--- config.mk ---
export PLATFORM = sky130hd
export DESIGN_NAME = fetch_sequencer
export DESIGN_NICKNAME = d
export VERILOG_FILES = /design/src/rtl/fetch_sequencer_pkg.sv /design/src/rtl/fetch_skid_buffer.sv /design/src/rtl/fetch_sequencer.sv
export SDC_FILE = /design/constraint.sdc
export NUM_CORES = 1
export LEC_CHECK = 0
export BUFFER_PORTS_ARGS = -buffer_cell sky130_fd_sc_hd__clkbuf_2
export CORE_MARGIN = 3
export CORE_UTILIZATION = 56
export CTS_CLUSTER_DIAMETER = 30
export CTS_CLUSTER_SIZE = 14
export DETAILED_ROUTE_END_ITERATION = 10
export GPL_ROUTABILITY_DRIVEN = 0
export PLACE_DENSITY = 0.88
export SKIP_LAST_GASP = 1
export SLEW_MARGIN = 20
export SYNTH_ARGS = -nofsm -noshare
export SYNTH_HDL_FRONTEND = slang
export SYNTH_HIERARCHICAL = 1
export SYNTH_SLANG_ARGS = --single-unit
--- constraint.sdc ---
create_clock -name clk -period 7.2 [get_ports clk]
set_input_delay 1.44 -clock clk [delete_from_list [all_inputs] [get_ports clk]]
set_output_delay 1.44 -clock clk [all_outputs]
set_load 0.01 [all_outputs]
--- src/rtl/fetch_sequencer_pkg.sv ---
// Shared configuration for the fetch sequencer.
//   CFG_ADDRESS_LEN : default PC / address / instruction width.
//   INSTR_BYTES     : size of one instruction in bytes (PC step).
//   fetch_state_e   : sequencer state encoding (FETCH=0, HOLD=1, DISCARD=2).
package fetch_sequencer_pkg;

  localparam int CFG_ADDRESS_LEN = 32;
  localparam int INSTR_BYTES     = 4;

  typedef enum logic [1:0] {
    FETCH   = 2'd0,
    HOLD    = 2'd1,
    DISCARD = 2'd2
  } fetch_state_e;

endpackage

--- src/rtl/fetch_skid_buffer.sv ---
// One-entry holding register for a fetched instruction that arrives while the
// output entry is full and frozen.
// Ports:
//   clk, rst               : clock, synchronous active-high reset
//   clear                  : drop the entry (redirect), beats load
//   load                   : capture {load_instr, load_next_pc}
//   unload                 : entry has moved to the output register
//   valid, instr, next_pc  : held entry
module fetch_skid_buffer
  import fetch_sequencer_pkg::*;
#(
  parameter int WIDTH = CFG_ADDRESS_LEN
) (
  input  logic             clk,
  input  logic             rst,
  input  logic             clear,
  input  logic             load,
  input  logic             unload,
  input  logic [WIDTH-1:0] load_instr,
  input  logic [WIDTH-1:0] load_next_pc,
  output logic             valid,
  output logic [WIDTH-1:0] instr,
  output logic [WIDTH-1:0] next_pc
);

  // NOTE: sequential state uses non-blocking assignments so every register
  // samples the pre-edge values of its inputs, independent of block order.
  always_ff @(posedge clk) begin
    if (rst) begin
      valid <= 1'b0;
    end else if (clear) begin
      valid <= 1'b0;
    end else if (load) begin
      valid <= 1'b1;
    end else if (unload) begin
      valid <= 1'b0;
    end
  end

  // NOTE: the payload is qualified by valid, so it needs no reset; leaving it
  // out keeps the data path free of reset fan-out.
  always_ff @(posedge clk) begin
    if (load && !clear) begin
      instr   <= load_instr;
      next_pc <= load_next_pc;
    end
  end

endmodule

--- src/rtl/fetch_sequencer.sv ---
// Multi-cycle instruction fetch controller. Owns the PC, issues req/ready
// fetches to instruction memory, presents fetched instructions to IF/ID via an
// output register backed by a one-entry skid buffer, and redirects on a taken
// branch while discarding any response still in flight for the old path.
// Ports:
//   clk, rst          : clock, synchronous active-high reset
//   freeze            : downstream stall, output entry must be held
//   branch_taken      : redirect request from EXE
//   branch_address    : redirect target (low two bits ignored)
//   imem_req          : fetch request
//   imem_addr         : fetch address, stable until imem_ready
//   imem_ready        : one-cycle response strobe
//   imem_rdata        : fetched instruction
//   out_valid         : instruction_out / next_pc hold a valid entry
//   instruction_out   : fetched instruction
//   next_pc           : fetch address of instruction_out + 4
module fetch_sequencer
  import fetch_sequencer_pkg::*;
#(
  parameter int                     ADDRESS_LEN = CFG_ADDRESS_LEN,
  parameter logic [ADDRESS_LEN-1:0] RESET_PC    = '0
) (
  input  logic                   clk,
  input  logic                   rst,
  input  logic                   freeze,
  input  logic                   branch_taken,
  input  logic [ADDRESS_LEN-1:0] branch_address,
  output logic                   imem_req,
  output logic [ADDRESS_LEN-1:0] imem_addr,
  input  logic                   imem_ready,
  input  logic [ADDRESS_LEN-1:0] imem_rdata,
  output logic                   out_valid,
  output logic [ADDRESS_LEN-1:0] instruction_out,
  output logic [ADDRESS_LEN-1:0] next_pc
);

  localparam logic [ADDRESS_LEN-1:0] STEP       = ADDRESS_LEN'(INSTR_BYTES);
  localparam logic [ADDRESS_LEN-1:0] ALIGN_MASK = ~ADDRESS_LEN'(INSTR_BYTES - 1);

  fetch_state_e           state_q, state_d;
  logic [ADDRESS_LEN-1:0] pc_q, pc_d;
  logic [ADDRESS_LEN-1:0] req_addr_q, req_addr_d;
  logic                   out_valid_q, out_valid_d;
  logic [ADDRESS_LEN-1:0] out_instr_q, out_instr_d;
  logic [ADDRESS_LEN-1:0] out_next_pc_q, out_next_pc_d;

  logic                   skid_load, skid_unload, skid_clear;
  logic                   skid_valid;
  logic [ADDRESS_LEN-1:0] skid_instr, skid_next_pc;

  logic [ADDRESS_LEN-1:0] target;
  logic [ADDRESS_LEN-1:0] req_addr_inc;
  logic                   consume;

  assign target       = branch_address & ALIGN_MASK;
  assign req_addr_inc = req_addr_q + STEP;  // wraps modulo 2^ADDRESS_LEN
  assign consume      = out_valid_q && !freeze;

  fetch_skid_buffer #(
    .WIDTH (ADDRESS_LEN)
  ) u_skid (
    .clk          (clk),
    .rst          (rst),
    .clear        (skid_clear),
    .load         (skid_load),
    .unload       (skid_unload),
    .load_instr   (imem_rdata),
    .load_next_pc (req_addr_inc),
    .valid        (skid_valid),
    .instr        (skid_instr),
    .next_pc      (skid_next_pc)
  );

  // NOTE: every signal written here gets a default first, so no path through
  // the branches leaves one unassigned and no latch is inferred.
  always_comb begin
    state_d       = state_q;
    pc_d          = pc_q;
    req_addr_d    = req_addr_q;
    out_valid_d   = out_valid_q && !consume;
    out_instr_d   = out_instr_q;
    out_next_pc_d = out_next_pc_q;
    skid_load     = 1'b0;
    skid_unload   = 1'b0;
    skid_clear    = 1'b0;

    if (branch_taken) begin
      // Redirect wins over freeze: the old path's entries are dead.
      pc_d        = target;
      out_valid_d = 1'b0;
      skid_clear  = 1'b1;
      unique case (state_q)
        FETCH: begin
          if (imem_ready) begin
            req_addr_d = target;
          end else begin
            // Request still outstanding; its address must stay put until
            // the memory answers, so remember the target in pc only.
            state_d = DISCARD;
          end
        end
        HOLD: begin
          req_addr_d = target;
          state_d    = FETCH;
        end
        DISCARD: ;
        default: begin
          req_addr_d = target;
          state_d    = FETCH;
        end
      endcase
    end else begin
      unique case (state_q)
        FETCH: begin
          if (imem_ready) begin
            pc_d       = req_addr_inc;
            req_addr_d = req_addr_inc;
            if (!out_valid_q || !freeze) begin
              out_valid_d   = 1'b1;
              out_instr_d   = imem_rdata;
              out_next_pc_d = req_addr_inc;
            end else begin
              // Output full and frozen: park the response and stop issuing.
              skid_load = 1'b1;
              state_d   = HOLD;
            end
          end
        end
        HOLD: begin
          if (!freeze) begin
            // Output is consumed at this edge; refill it from the skid.
            if (skid_valid) begin
              skid_unload   = 1'b1;
              out_valid_d   = 1'b1;
              out_instr_d   = skid_instr;
              out_next_pc_d = skid_next_pc;
            end
            state_d = FETCH;
          end
        end
        DISCARD: begin
          if (imem_ready) begin
            // Stale response dropped; start fetching the redirect target.
            req_addr_d = pc_q;
            state_d    = FETCH;
          end
        end
        default: begin
          req_addr_d = pc_q;
          state_d    = FETCH;
        end
      endcase
    end
  end

  always_ff @(posedge clk) begin
    if (rst) begin
      state_q       <= FETCH;
      pc_q          <= RESET_PC;
      req_addr_q    <= RESET_PC;
      out_valid_q   <= 1'b0;
      out_instr_q   <= '0;
      out_next_pc_q <= '0;
    end else begin
      state_q       <= state_d;
      pc_q          <= pc_d;
      req_addr_q    <= req_addr_d;
      out_valid_q   <= out_valid_d;
      out_instr_q   <= out_instr_d;
      out_next_pc_q <= out_next_pc_d;
    end
  end

  // Outputs come from registers; rst forces reset values in the same cycle.
  // imem_addr depends only on req_addr_q and rst, never on ready or freeze.
  assign imem_req        = !rst && (state_q == FETCH || state_q == DISCARD);
  assign imem_addr       = rst ? RESET_PC : req_addr_q;
  assign out_valid       = !rst && out_valid_q;
  assign instruction_out = rst ? '0 : out_instr_q;
  assign next_pc         = rst ? '0 : out_next_pc_q;

endmodule
-- Yosys cells after proc, flatten, opt, wreduce, memory -nomap -nowiden
Index checks and enable logic that the tools add are counted.
- register bits after elaboration: 196
- input bits: 69
- output and inout bits: 98
- logic and storage cells: 95
- add/subtract/negate cells: 1
- equal/unequal tests: 13
- mux-type cells: 46
- bitwise operators: 1
- reductions and logical operators: 24
- operator list (operator ; count):
    $mux W32 ; 18
    $pmux W32 S2 ; 3
    $pmux W32 S3 ; 1
    $add A32 B3 Y32 const B ; 1
    $mux W1 ; 15
    $mux W2 ; 6
    $ne A2 B2 Y1 const B ; 6
    $ne A3 B3 Y1 const B ; 4
    $reduce_and A6 Y1 ; 2
    $reduce_bool A2 Y1 ; 4
    $pmux W2 S3 ; 1
    $logic_and A1 B1 Y1 ; 5
    $logic_not A1 Y1 ; 5
    $pmux W2 S2 ; 1
    $reduce_and A2 Y1 ; 2
    $reduce_and A4 Y1 ; 1
    $reduce_or A2 Y1 ; 2
    $eq A2 B1 Y1 const B ; 1
    $eq A2 B2 Y1 const B ; 1
    $logic_not A2 Y1 ; 1
    $logic_or A1 B1 Y1 ; 2
    $ne A2 B1 Y1 const B ; 1
    $pmux W1 S2 ; 1
    $not A1 Y1 ; 1

-- Longest topological paths before layout
- depth after elaboration: 7
- depth in mapped cells: 9
- depth with buffers taken out: 6

-- Modules after synthesis
Netlist, hierarchy kept.
- modules (own cells, without submodules) (module ; times used ; cells each ; area an instance (µm²) ; sequential area each (µm²)):
    fetch_sequencer ; 1 ; 991 ; 7498.4 ; 2622.5
    fetch_skid_buffer ; 1 ; 69 ; 1973.1 ; 1941.9

-- Worst setup path before layout
No wires, ideal clock.
- path kind: in2reg
- from: in branch_taken
- to: reg u_skid.instr[0] (enable)
- library setup time: 0.495 ns
- arrival time: 5.312 ns
- data required time: 6.705 ns
- slack: 1.394 ns
- stages: 6
- path buffers: 4
- cell sequence: clkbuf_1 > clkbuf_1 > buf_1 > clkbuf_1 > nor3_1 > nor2b_1
- elaborated cells on any way between the ends: 4
- classes of those cells: mux (2); reduce/logical (2)
- RTL lines (item ; line ; RTL):
    from (decl) ; fetch_sequencer.sv:26 ; input logic branch_taken,
    $mux W1 ; fetch_sequencer.sv:87 ; if (branch_taken) begin
    via skid_load ; fetch_sequencer.sv:47 ; logic skid_load, skid_unload, skid_clear;
    $logic_and A1 B1 Y1 ; fetch_skid_buffer.sv:43 ; if (load && !clear) begin
    to (signal assigned) ; fetch_skid_buffer.sv:44 ; instr <= load_instr;
    to (decl) ; fetch_skid_buffer.sv:22 ; output logic [WIDTH-1:0] instr,
The timed path passes the listed nets, and every way through them passes these cells.
A chain may end at the register's enable or synchronous reset.

-- Final worst setup path
- from: in rst
- to: out instruction_out[28]
- word-level cells in the longest chain between the ends: 1
- RTL lines (item ; line ; RTL):
    from (decl) ; fetch_sequencer.sv:24 ; input logic rst,
    $mux W32 ; fetch_sequencer.sv:179 ; assign instruction_out = rst ? '0 : out_instr_q;
    to (decl) ; fetch_sequencer.sv:33 ; output logic [ADDRESS_LEN-1:0] instruction_out,
Every way passes these cells.

==> flow_summary.yaml <==
pwr:
  p_leak_nw: 4.25
  switching_share: 0.271
  switchingPower_mw: 0.662
  p_int_mw: 1.78
  power_density_nw_per_um2: 224
  vdd_drop_max_mv: 0.188
  power_frac_seq: 0.499
  clock_power_share: 0.389
  power_frac_comb: 0.112
critical_path:
  r2r_setup_slack_ns: 2.74
  worstReg2RegEnd: "u_skid/instr[16]$_DFFE_PP_"
  cp_max_fo: 116
  arrival_ns: 3.07
  required_ns: 5.76
  r2r_cells: 5
  crit_type: "input port to output pin"
  critPathLaunchType: "input port"
  regToRegStartpoint: "state_q[0]$_SDFFE_PP0P_"
  endpoint_kind: "output pin"
timing:
  tns_ns: 0
  final-hold-violation-count: 0
  hold_ws_ns: 0.450
  grt_setup_unrepaired: "false"
  timing.final.max_slew_violations: 0
  fin_crit_sh: 0.626
  finalClockSkew_ns: 0.0139
  setup_viol: 0
  fmax_ghz: 0.222
  fin_crit_ns: 4.51
  tightest_slew_ns: 0.986
  slew_headroom: 0.340
logic_synthesis:
  syn-num-nets: 1130
  yosysTopAreaCell: "dfxtp_1"
  yosys_most_used_dff: "dfxtp_1"
  synth_edf_count: 64
  synth_top_area_share: 0.279
  synth_seq_cells: 196
  syn-cell-area_sq_um: 9470
  synth.avg_cell_area_sq_um: 8.94
  yosys_warnings: 6
  synth_area_leaders: "dfxtp_1, edfxtp_1, nand2_1"
  yosysUniqueCellTypes: 67
  yosysSeqAreaShare: 0.482
  syn_inst: 1060
  async_flop_share: 0
finish:
  final_nets: 1234
  final_util: 0.672
  nFillCells: 1308
  ff_latch_area_sq_um: 4560
  layout-drive-gt1-share: 0.205
  layout.cells.most_common: "clkbuf_2"
  antennaDiodeCount: 0
  area.growth.synth_to_final_pct: 15.2
  multiInputGateArea_sq_um: 4460
  most-common-layout-cells: "clkbuf_2, nand2_1, dfxtp_1"
routing:
  vias: 8430
  routedWlPerCell_um: 17.7
  drt_first_iter_violations: 851
  dr.pass1.iters: 6
  ant_nets: 0
  viasPerCell: 6.05
  remaining_drc_errors: 0
  drt_wl_total_um: 24600
global_route:
  first_global_vias: 7763
  gr-total-overflow: 0
  grt_max_degree: 117
  grt_pass1_wl_um: 39400
  grtUsageTotal: 0.264
  antenna_found_initial: 0
cts:
  cts_setup_buffers: 0
  cts-root-buf: "clkbuf_16"
  cts.repair.resized: 0
  cts_tree: "done"
  cts_made_buffers: 17
  insertion_delay_ns: 0.44
  clk_pin_slew_ns: 0.07
  cts_sinks: 196
  cts-hold-fix-buffers: 0
  cts_max_level: 4
  clock_path_buffers: 2
floorplan:
  row_count: 46
  initial_utilization: 0.584
  core_area_sq_um: 16200
  ioPinCount: 167
  die_x_um: 136
  die_y_um: 136
  die-area_sq_um: 18500
worst_hold_path:
  min_path_type: "flop to flop"
  hp-start: "out_next_pc_q[11]$_SDFFE_PP0P_"
  holdPathEnd: "out_next_pc_q[11]$_SDFFE_PP0P_"
  hold_depth: 2
outcome:
  status: "finished, final reports clean"
place:
  dp_hpwl_um: 16000
  port_buffers: 164
job:
  max_cap_viol_count: 0
[logic make-up (layout without fill, tap and decap cells)]
| logic type | count (synthesis) | in the layout | share of synthesized area |
|---|---|---|---|
| AND/OR/NAND/NOR | 457 | 457 | 0.238 |
| buffers and inverters | 123 | 240 | 0.0513 |
| multiplexers | 7 | 7 | 0.00753 |
| flip-flops | 196 | 196 | 0.482 |
| AO/OA/AOI/OAI | 251 | 251 | 0.197 |
| XOR/XNOR | 25 | 25 | 0.0231 |
| adder cells (fa/ha/maj) | 1 | 1 | 0.00132 |
[power by group through the flow]
stage	sequential [mW]	combinational, mW	clock (mW)
after floorplan	1.23	0.192	0
after global placement	1.24	0.262	0
after detailed placement	1.24	0.270	0
after CTS	1.22	0.271	0.959
after global routing	1.22	0.304	1.01
final	1.22	0.274	0.950
[critical path: stages]
cell and delay, ns:
buf_6 0.58, buf_4 0.69, nor2b_1 0.13, clkbuf_2 0.16
[state kept, by name, summed over array words and instances (netlist names)]
register	cells
out_next_pc_q	32
pc_q	32
req_addr_q	32
u_skid/valid	1
out_valid_q	1
u_skid/next_pc	32
out_instr_q	32
state_q	2
u_skid/instr	32
[metal layers]
metal	track usage	vias up	wire length, um
met2	0.398	425	11100
met3	0.0563	34	2370
met4	0.0873	0	443
met5	0	-	0
met1	0.381	3954	10600
li1	-	4017	-
[cell usage after synthesis, types with 9 or more instances]
cell type,count
xor2_1,12
a21oi_1,42
o21a_1,9
nand4_1,13
buf_1,9
o22ai_1,11
o211ai_1,11
nand3_1,18
nor4_1,10
a311oi_1,37
edfxtp_1,64
nand2_1,152
xnor2_1,13
nor3_1,17
clkbuf_1,68
o21ai_0,34
inv_1,31
a22oi_1,9
nor2_1,111
buf_2,13
a31oi_1,14
dfxtp_1,132
nor2b_1,88
nand4b_1,12
[stage by stage]
stage | setup WS (ns) | cells | total power [mW] | area (sq um)
floorplan | 1.39 | 1060 | 1.42 | 9470
global placement | 2.70 | 1361 | 1.50 | 10300
detailed placement | 2.70 | 1361 | 1.51 | 10300
CTS | 2.70 | 1393 | 2.45 | 10900
global route | 2.47 | 1393 | 2.53 | 10900
finish | 2.69 | 1393 | 2.44 | 10900
[worst max-delay path by stage]
| stage | start | to | slack (ns) | cells after the start |
|---|---|---|---|---|
| global placement | rst | next_pc[28] | 2.70 | 4 |
| finish | rst | instruction_out[28] | 2.69 | 4 |
| floorplan | branch_taken | u_skid/instr[0]$_DFFE_PP_ | 1.39 | 6 |
| CTS | rst | next_pc[24] | 2.70 | 4 |
| global route | state_q[0]$_SDFFE_PP0P_ | u_skid/next_pc[12]$_DFFE_PP_ | 2.47 | 5 |
| detailed placement | rst | next_pc[24] | 2.70 | 4 |
[final cells by class]
type,instances,share of cell area
flip-flops and latches,196,0.418
multi-input cells,741,0.408
repair buffers,176,0.0840
clock buffers,17,0.0390
well taps,216,0.0248
clock inverters,15,0.0147
inverters,32,0.0110
(Power assumes the default switching activity.)
